### config.mk
export PLATFORM = sky130hd
export DESIGN_NAME = mm_host_driver
export DESIGN_NICKNAME = d
export VERILOG_FILES = /design/src/rtl/mm_host_driver.sv
export SDC_FILE = /design/constraint.sdc
export NUM_CORES = 1
export LEC_CHECK = 0
export CAP_MARGIN = 20
export CORE_ASPECT_RATIO = 0.8
export CORE_UTILIZATION = 50
export CTS_BUF_LIST = sky130_fd_sc_hd__clkbuf_4 sky130_fd_sc_hd__clkbuf_8
export DETAILED_ROUTE_END_ITERATION = 6
export GPL_TIMING_DRIVEN = 0
export PLACE_DENSITY = 0.74
export SLEW_MARGIN = 25
export SYNTH_ARGS = -nofsm -noshare
export SYNTH_HDL_FRONTEND = slang
export SYNTH_SLANG_ARGS = --single-unit
### constraint.sdc
create_clock -name clk -period 5.2 [get_ports clk]
set_input_delay 1.04 -clock clk [delete_from_list [all_inputs] [get_ports clk]]
set_output_delay 1.04 -clock clk [all_outputs]
set_load 0.02 [all_outputs]
### src/rtl/mm_host_driver.sv
// ----------------------------------------------------------------------------
// mm_host_driver
//
// Host-side driver for the 1.58-bit matrix-multiply tile. One command carries
// a beat count K. The driver pulses the tile reset for one cycle, then streams
// K load beats (four packed ternary weights plus one signed activation) onto
// the tile pins. It waits out the tile pipeline and captures
// 2*COMPUTE_SLICES result bytes from uo_out on consecutive cycles. Finally it
// replays those bytes on a valid/ready stream.
//
// Ports
//   clk, rst          single clock, synchronous active-high reset
//   cmd_valid/ready   command handshake; ready only while idle
//   cmd_len [7:0]     number of load beats K (0..255)
//   s_valid/ready     load-beat stream
//   s_data [15:0]     [15:8] four 2-bit weight codes (slice 0 in [9:8]),
//                     [7:0] signed activation
//   m_valid/ready     result-byte stream
//   m_data [7:0]      result byte: slice 0 low, slice 0 high, slice 1 low, ...
//   busy              high whenever a command is in flight
//   dut_rst_n         tile reset, active-low (registered)
//   dut_ui_in [7:0]   tile weight pins (registered)
//   dut_uio_in [7:0]  tile activation pins (registered)
//   dut_uo_out [7:0]  tile result pins
//
// PIPE_LAT is the number of cycles from the last load beat on the pins to
// the first result byte on uo_out. It must be at least 1.
// ----------------------------------------------------------------------------
module mm_host_driver #(
    parameter int COMPUTE_SLICES = 4,
    parameter int PIPE_LAT       = 2
) (
    input  logic        clk,
    input  logic        rst,
    input  logic        cmd_valid,
    output logic        cmd_ready,
    input  logic [7:0]  cmd_len,
    input  logic        s_valid,
    output logic        s_ready,
    input  logic [15:0] s_data,
    output logic        m_valid,
    input  logic        m_ready,
    output logic [7:0]  m_data,
    output logic        busy,
    output logic        dut_rst_n,
    output logic [7:0]  dut_ui_in,
    output logic [7:0]  dut_uio_in,
    input  logic [7:0]  dut_uo_out
);

    localparam int NBYTES = 2 * COMPUTE_SLICES;
    localparam int IDX_W  = (NBYTES > 1) ? $clog2(NBYTES) : 1;
    localparam int WAIT_W = (PIPE_LAT > 1) ? $clog2(PIPE_LAT) : 1;

    localparam logic [IDX_W-1:0]  IDX_LAST  = IDX_W'(NBYTES - 1);
    localparam logic [WAIT_W-1:0] WAIT_LAST = WAIT_W'(PIPE_LAT - 1);

    typedef enum logic [2:0] {
        ST_IDLE    = 3'd0,
        ST_CLEAR   = 3'd1,
        ST_LOAD    = 3'd2,
        ST_WAIT    = 3'd3,
        ST_CAPTURE = 3'd4,
        ST_EMIT    = 3'd5
    } state_t;

    state_t state_reg;
    state_t state_next;

    logic [7:0]        k_reg;
    logic [7:0]        beat_cnt_reg;
    logic [WAIT_W-1:0] wait_cnt_reg;
    logic [IDX_W-1:0]  idx_reg;
    logic [IDX_W-1:0]  ridx_reg;
    logic [IDX_W-1:0]  ridx_next;

    // Capture buffer: plain array with a registered read, so it maps onto
    // distributed or block RAM.
    logic [7:0] buffer [NBYTES];

    logic [7:0] m_data_reg;
    logic       dut_rst_n_reg;
    logic       dut_rst_n_next;
    logic [7:0] ui_reg;
    logic [7:0] ui_next;
    logic [7:0] uio_reg;
    logic [7:0] uio_next;

    logic [7:0] w_remap;
    logic       s_hs;
    logic       m_hs;

    assign s_hs = (state_reg == ST_LOAD) && s_valid;
    assign m_hs = (state_reg == ST_EMIT) && m_ready;

    // ------------------------------------------------------------------
    // Weight code 2'b10 is reserved. The tile would misread it, so it is
    // driven as a zero weight instead.
    // ------------------------------------------------------------------
    genvar gi;
    generate
        for (gi = 0; gi < 4; gi++) begin : g_remap
            assign w_remap[2*gi +: 2] =
                (s_data[8 + 2*gi +: 2] == 2'b10) ? 2'b00 : s_data[8 + 2*gi +: 2];
        end
    endgenerate

    // ------------------------------------------------------------------
    // FSM: state register
    // ------------------------------------------------------------------
    always_ff @(posedge clk) begin
        if (rst) begin
            state_reg <= ST_IDLE;
        end else begin
            state_reg <= state_next;
        end
    end

    // ------------------------------------------------------------------
    // FSM: next-state logic
    // ------------------------------------------------------------------
    always_comb begin
        state_next = state_reg;
        case (state_reg)
            ST_IDLE: begin
                if (cmd_valid) begin
                    state_next = ST_CLEAR;
                end
            end
            ST_CLEAR: begin
                state_next = (k_reg != 8'd0) ? ST_LOAD : ST_WAIT;
            end
            ST_LOAD: begin
                // k_reg is non-zero here, so k_reg - 1 cannot underflow.
                if (s_hs && (beat_cnt_reg == k_reg - 8'd1)) begin
                    state_next = ST_WAIT;
                end
            end
            ST_WAIT: begin
                if (wait_cnt_reg == WAIT_LAST) begin
                    state_next = ST_CAPTURE;
                end
            end
            ST_CAPTURE: begin
                // The tile cannot be stalled, so capture runs back to back.
                if (idx_reg == IDX_LAST) begin
                    state_next = ST_EMIT;
                end
            end
            ST_EMIT: begin
                if (m_hs && (ridx_reg == IDX_LAST)) begin
                    state_next = ST_IDLE;
                end
            end
            default: begin
                state_next = ST_IDLE;
            end
        endcase
    end

    // ------------------------------------------------------------------
    // FSM: output logic (direct outputs plus next values of pin registers)
    // ------------------------------------------------------------------
    always_comb begin
        cmd_ready      = (state_reg == ST_IDLE) && !rst;
        s_ready        = (state_reg == ST_LOAD);
        m_valid        = (state_reg == ST_EMIT);
        busy           = (state_reg != ST_IDLE);
        ui_next        = 8'h00;
        uio_next       = 8'h00;
        // A bubble in LOAD leaves the pins at zero. A zero weight
        // contributes nothing to the accumulators, so the tile never needs
        // to be stalled.
        if (s_hs) begin
            ui_next  = w_remap;
            uio_next = s_data[7:0];
        end
        // The pin register lines up with the state: the tile reset is low
        // exactly during the CLEAR cycle.
        dut_rst_n_next = (state_next != ST_CLEAR);
    end

    // ------------------------------------------------------------------
    // Read index. It is held while the consumer stalls, so m_data stays
    // stable. It stops at the last byte instead of wrapping.
    // ------------------------------------------------------------------
    always_comb begin
        ridx_next = '0;
        if (state_reg == ST_EMIT) begin
            ridx_next = ridx_reg;
            if (m_hs && (ridx_reg != IDX_LAST)) begin
                ridx_next = ridx_reg + IDX_W'(1);
            end
        end
    end

    // ------------------------------------------------------------------
    // Counters
    // ------------------------------------------------------------------
    always_ff @(posedge clk) begin
        if (rst) begin
            k_reg        <= 8'd0;
            beat_cnt_reg <= 8'd0;
            wait_cnt_reg <= '0;
            idx_reg      <= '0;
            ridx_reg     <= '0;
        end else begin
            if ((state_reg == ST_IDLE) && cmd_valid) begin
                k_reg <= cmd_len;
            end

            // The last increment happens on beat K, so K=255 tops out at
            // 255 without wrapping.
            if (state_reg == ST_CLEAR) begin
                beat_cnt_reg <= 8'd0;
            end else if (s_hs) begin
                beat_cnt_reg <= beat_cnt_reg + 8'd1;
            end

            if ((state_reg == ST_WAIT) && (wait_cnt_reg != WAIT_LAST)) begin
                wait_cnt_reg <= wait_cnt_reg + WAIT_W'(1);
            end else begin
                wait_cnt_reg <= '0;
            end

            if ((state_reg == ST_CAPTURE) && (idx_reg != IDX_LAST)) begin
                idx_reg <= idx_reg + IDX_W'(1);
            end else begin
                idx_reg <= '0;
            end

            ridx_reg <= ridx_next;
        end
    end

    // ------------------------------------------------------------------
    // Capture buffer write. There is no reset on the storage. A command
    // always fully rewrites it before any byte is emitted, so an
    // interrupted capture can never leak stale data.
    // ------------------------------------------------------------------
    always_ff @(posedge clk) begin
        if (!rst && (state_reg == ST_CAPTURE)) begin
            buffer[idx_reg] <= dut_uo_out;
        end
    end

    // Registered read. It is refreshed every EMIT cycle from the index that
    // will be current next cycle, so the data is ready on the first EMIT
    // cycle and steady during stalls.
    always_ff @(posedge clk) begin
        if (rst) begin
            m_data_reg <= 8'h00;
        end else if (state_next == ST_EMIT) begin
            m_data_reg <= buffer[ridx_next];
        end
    end

    // ------------------------------------------------------------------
    // Tile pin registers
    // ------------------------------------------------------------------
    always_ff @(posedge clk) begin
        if (rst) begin
            dut_rst_n_reg <= 1'b0;
            ui_reg        <= 8'h00;
            uio_reg       <= 8'h00;
        end else begin
            dut_rst_n_reg <= dut_rst_n_next;
            ui_reg        <= ui_next;
            uio_reg       <= uio_next;
        end
    end

    assign m_data     = m_data_reg;
    assign dut_rst_n  = dut_rst_n_reg;
    assign dut_ui_in  = ui_reg;
    assign dut_uio_in = uio_reg;

endmodule
==> results of run 1 <==
-- layout make-up --
class	instances	area share [%]
Tap cell	112	2.42
Buffer	14	1.08
Clock inverter	15	2.72
Multi-Input combinational cell	240	27.3
Inverter	6	0.389
Timing Repair Buffer	65	11.2
Clock buffer	17	4.04
Sequential cell	115	50.8
-- through the flow --
step	instance area (µm²)	setup WS (ps)	total power [mW]
final	5790	1050	1.92
after global routing	5790	935	1.99
after CTS	5790	1030	1.93
after detailed placement	5400	1030	1.14
after global placement	5390	1040	1.13
after floorplan	4600	2410	1.07
-- kinds of logic (layout without fill, tap and decap cells) --
kind of cell,after synthesis,count (layout),synth area share (%)
DFF,115,115,64.0
muxes,12,12,2.72
xor gates and xnor gates,19,19,4.03
and+or+nand+nor,143,143,15.6
buffers and inverters,20,117,1.85
adders and majority gates,6,6,1.63
AOI/OAI and AO/OA,60,60,10.2
-- cells in the final DEF, fill, tap and decap left out, drive strengths merged, types with 3 or more instances in the layout --
| cell | n |
|---|---|
| clkdlybuf4s50 | 65 |
| nor4 | 3 |
| o21ai | 10 |
| mux2i | 11 |
| dfxtp | 51 |
| o32ai | 8 |
| a31oi | 12 |
| ha | 6 |
| xnor2 | 11 |
| nand3b | 3 |
| nand2 | 40 |
| nor3 | 6 |
| a21oi | 8 |
| nor2b | 4 |
| edfxtp | 64 |
| and2 | 16 |
| nand2b | 8 |
| o221a | 16 |
| nand4 | 3 |
| nor2 | 42 |
| inv | 9 |
| xor2 | 8 |
| clkinv | 7 |
| clkbuf | 28 |
| buf | 3 |
| clkinvlp | 3 |
| and3 | 6 |
-- worst max-delay path: stages --
cell	delay, ps
clkdlybuf4s50_1	490
clkbuf_1	440
clkbuf_1	470
nor2_1	100
clkdlybuf4s50_1	560
-- cells in the mapped netlist (2+ instances only) --
master / n / area share (%)
nand3_1: 2 / 0.22
nor4bb_1: 2 / 0.44
nand3b_1: 3 / 0.49
a31oi_1: 12 / 1.6
edfxtp_1: 64 / 42
xor2_1: 8 / 1.5
or4_1: 2 / 0.33
dfxtp_1: 51 / 22
and2_1: 16 / 2.2
nand2b_1: 8 / 1.1
a21oi_1: 8 / 0.87
and3_1: 6 / 0.82
nor3_1: 6 / 0.65
nand4_1: 3 / 0.41
xnor2_1: 10 / 1.9
o221a_2: 16 / 3.9
o21ai_0: 10 / 1.1
inv_1: 6 / 0.49
nor4_1: 3 / 0.41
nand2_1: 40 / 3.3
buf_2: 2 / 0.22
nor2b_1: 4 / 0.54
ha_1: 6 / 1.6
mux2i_1: 10 / 2.2
clkbuf_1: 10 / 0.82
o32ai_1: 8 / 1.5
nor2_1: 41 / 3.3
-- power by group through the flow --
| stage | clock network (mW) | registers [mW] | logic, mW |
|---|---|---|---|
| 2_1_floorplan | 0 | 1.00 | 0.0720 |
| 3_3_place_gp | 0 | 0.999 | 0.134 |
| 3_5_place_dp | 0 | 0.999 | 0.136 |
| 4_1_cts | 0.814 | 0.979 | 0.137 |
| 5_1_grt | 0.855 | 0.980 | 0.150 |
| 6_report | 0.808 | 0.979 | 0.137 |
-- final timing paths --
| kind | from | end | slack [ps] |
|---|---|---|---|
| hold reg to reg | wait_cnt_reg | wait_cnt_reg | 500 |
| hold / removal | wait_cnt_reg | wait_cnt_reg | 500 |
| setup reg to reg | ridx_reg[0] | m_data[5] | 2540 |
| setup / recovery | rst | cmd_ready | 1050 |
-- layer usage --
metal	vias up	wire length [µm]
met5	-	0
met4	0	136
met3	14	1070
met2	153	4570
met1	1532	4500
li1	1555	-
==> qor.yml, run 1 <==
cts_tree: "yes"
die_h_um: 87.8
power_frac_comb_pct: 7.1
end_kind: "output pin"
drv_cap: 0
root_buffer: "clkbuf_8"
cts_resized: 0
met2_usage_pct: 34.8
drt-initial-drc-count: 309
rows: 30
largest_register_ffs: 64
num_vias: 3254
grtUsageTotal_pct: 23.6
fill_cells: 642
postRouteAntennaNets: 0
rsz0062_at_grt: "false"
relSlewSlack_pct: 35.1
skew_ps: 12.0
grtUsageMet1_pct: 32.1
hpwl_um: 7040
clock_path_buffers: 2
drive_above_1_share_pct: 13.1
setup_viol: 0
p_clk_share_pct: 42.0
syn-cell-area_um2: 4600
synth.distinct_cells: 45
multi_input_area_um2: 1580
drc: 0
worstSetupPathType: "input pin to output pin"
leakage_nw: 2.05
io_buffers: 65
synth-edff-count: 64
ys_seq_elements: 115
hold_depth: 1
regArea_um2: 2940
use_met3_pct: 8.33
ys_seq_area_share_pct: 64.0
holdWs_ps: 499
seqPwrFrac_pct: 50.9
power.share.switching_pct: 23.8
syn_to_final_growth_pct: 26.0
clock-sinks: 115
largest-register: "buffer"
grt-ovfl-total: 0
final_cells: 584
hp-class: "flop to flop"
n_antenna_cell: 0
chipWidth_um: 109
via_per_inst: 5.57
core_um2: 8710
async_reset_ff_share_pct: 0
dp.cells: 552
first_global_vias: 3242
utilization_pct: 66.5
fin_crit_ps: 4150
hold_viol: 0
fin_nets: 502
p_int_mw: 1.47
dieArea_um2: 9580
cts_buffers: 17
fin_crit_sh_pct: 79.8
insertion_delay_ps: 420
cts-htree-levels: 4
synth_flop_cell: "edfxtp_1"
setup-tns-final_ps: 0
routabilityCongestion: 0.863
postCtsSetupBuffers: 0
synth_warnings: 0
worst-slew-pin-transition_ps: 970
wire_per_inst_um: 17.6
critPathLaunchType: "input pin"
cellPowerDensity_nw_per_um2: 332
syn_area_per_cell_um2: 12.3
initial_core_util_pct: 52.8
grt_start_max_net_pins: 17
ir_drop_uv: 205
critical_path_arrival_ps: 3110
wl_um: 10300
syn_inst: 375
critPathMaxFanout: 10
required_ps: 4160
fmax_mhz: 241
p_sw_mw: 0.458
cts_hold_buf: 0
pin_count: 66
antenna_found_initial: 0
synth_fp_nets: 418
busiest_layer: "met2"
grt_pass1_wl_um: 16400
worst_r2r_path_depth: 9
maxSlewViolCount: 0
drt_pass1_iterations: 5
clkTransAtPathRegs_ps: 70
outcome: "complete, no violations"
(Power assumes the default switching activity.)
==> run 2, diff against run 1 <==
--- a/config.mk
+++ b/config.mk
@@ -11,7 +11,7 @@
 export CTS_BUF_LIST = sky130_fd_sc_hd__clkbuf_4 sky130_fd_sc_hd__clkbuf_8
 export DETAILED_ROUTE_END_ITERATION = 6
 export GPL_TIMING_DRIVEN = 0
-export PLACE_DENSITY = 0.74
+export PLACE_DENSITY = 0.77
 export SLEW_MARGIN = 25
 export SYNTH_ARGS = -nofsm -noshare
 export SYNTH_HDL_FRONTEND = slang
==> constraint.sdc (replaced) <==
create_clock -name clk -period 3.57 [get_ports clk]
set_input_delay 0.714 -clock clk [delete_from_list [all_inputs] [get_ports clk]]
set_output_delay 0.714 -clock clk [all_outputs]
set_load 0.02 [all_outputs]
==> run 2 against run 1 <==
Compared with the run above: sequential power up 45%; setup slack worse by 860 ps; utilization up 0.50 points; final cell count unchanged; global-route usage down 0.083 points; wire length up 0.53%; non-clock buffer count unchanged; critical path depth unchanged; die area unchanged; clock power up 66%.
==> qor.yml, run 2 (synthesized netlist as in run 1, its figures left out) <==
outcome: "complete, no violations"
clkTransAtPathRegs_ps: 70  # about the same
hold_viol: 0  # unchanged
drv_cap: 0  # unchanged
ir_drop_uv: 516  # +150%
grt_start_max_net_pins: 17  # unchanged
setup_viol: 0  # unchanged
reg2reg_from: "ridx_reg[0]"
fin_crit_sh_pct: 94.6
first_global_vias: 3166  # -2.3%
cts_buffers: 17  # unchanged
leakage_nw: 2.09  # +1.5%
fmax_mhz: 296
final_cell_mix: "65 x clkdlybuf4s50_1, 64 x edfxtp_1, 51 x dfxtp_1"
core_um2: 8710  # unchanged
grtUsageTotal_pct: 23.6  # -0.083 points
initial_core_util_pct: 52.8  # unchanged
cts_hold_buf: 0  # unchanged
postRouteAntennaNets: 0  # unchanged
wire_per_inst_um: 17.7  # +0.53%
cellPowerDensity_nw_per_um2: 509  # +53%
grt_pass1_wl_um: 16300  # -0.84%
pin_count: 66  # unchanged
maxSlewViolCount: 0  # unchanged
worstHoldStart: "k_reg[1]"
setup-tns-final_ps: 0  # unchanged
wl_um: 10300  # +0.53%
worst_r2r_path_depth: 9  # unchanged
routabilityCongestion: 0.761  # -12%
rsz0062_at_grt: "false"
dp.cells: 552  # unchanged
worstSetupPathType: "input pin to output pin"
critPathLaunchType: "input pin"
r2r-end: "m_data[3]"
fin_crit_ps: 3380
regArea_um2: 2940  # unchanged
final_cells: 584  # unchanged
largest_register_ffs: 64  # unchanged
fill_cells: 641  # -0.16%
critical_path_arrival_ps: 2660  # -450 ps
rows: 30  # unchanged
fin_nets: 502  # unchanged
clock-sinks: 115  # unchanged
required_ps: 2860  # -1300 ps
clock_path_buffers: 2  # unchanged
cts_tree: "yes"
drt-initial-drc-count: 235  # -24%
cts-htree-levels: 4  # unchanged
final_common_cell: "clkdlybuf4s50_1"
io_buffers: 65  # unchanged
critPathLaunch: "rst"
end_kind: "output pin"
worst-slew-pin-transition_ps: 863  # -107 ps
n_antenna_cell: 0  # unchanged
drive_above_1_share_pct: 13.1  # unchanged
skew_ps: 7.70  # -4.28 ps
root_buffer: "clkbuf_8"
hp-class: "flop to flop"
syn_to_final_growth_pct: 26.9
via_per_inst: 5.56  # -0.18%
cts_resized: 0  # unchanged
dieArea_um2: 9580  # unchanged
antenna_found_initial: 0  # unchanged
num_vias: 3248  # -0.18%
die_h_um: 87.8  # unchanged
insertion_delay_ps: 440  # +20 ps
postCtsSetupBuffers: 0  # unchanged
r2r_slack_ps: 920  # -1620 ps
chipWidth_um: 109  # unchanged
relSlewSlack_pct: 42.2  # +7.2 points
drt_pass1_iterations: 4  # -1
grt-ovfl-total: 0  # unchanged
cp-endpoint: "cmd_ready"
multi_input_area_um2: 1580  # -0.16%
hpwl_um: 6960  # -1.1%
drc: 0  # unchanged
largest-register: "buffer"
critPathMaxFanout: 10  # unchanged
run 2: how the worst min path moves through the flow:
stage | to | slack (ps) | depth (start not counted)
3_5_place_dp | wait_cnt_reg | 460 | 1
2_1_floorplan | wait_cnt_reg | 430 | 1
5_1_grt | wait_cnt_reg | 510 | 1
6_report | k_reg[1] | 490 | 2
3_3_place_gp | wait_cnt_reg | 460 | 1
4_1_cts | k_reg[1] | 490 | 2
run 2: cell type report:
cell class              instances  area share [%]
multi-input cells             240            27.1
inverters                       6           0.386
well taps                     112            2.40
flip-flops and latches        115            50.4
repair buffers                 65            11.1
clock inverters                15            3.49
clock buffers                  17            4.01
plain buffers                  14            1.07
run 2: power by group:
group | internal, mW | switching [mW] | total [mW]
clock network | 0.768 | 0.576 | 1.34
logic | 0.102 | 0.0971 | 0.199
registers | 1.41 | 0.0155 | 1.42
total | 2.28 | 0.688 | 2.97
run 2: worst max-delay path, stage by stage:
cell and delay, ps:
clkdlybuf4s50_1 480, clkbuf_1 410, clkbuf_1 420, nor2_1 90, clkdlybuf4s50_1 550
run 2: per-stage QoR:
stage	worst slack, ps	hold slack (ps)	power (mW)	cell area (µm²)	util [%]
after floorplan	1320	426	1.56	4600	-
after global placement	197	457	1.65	5390	61.9
after detailed placement	177	462	1.65	5400	62.0
after CTS	166	487	2.98	5840	67.0
after global routing	99.2	513	3.05	5840	67.0
final	192	488	2.97	5840	67.0
run 2: layer usage:
metal	track usage (%)	routed length (µm)	vias to the layer above
li1	-	-	1554
met1	30.8	4490	1562
met2	36.7	4880	114
met3	6.85	762	18
met4	10.5	204	0
met5	0	0	-
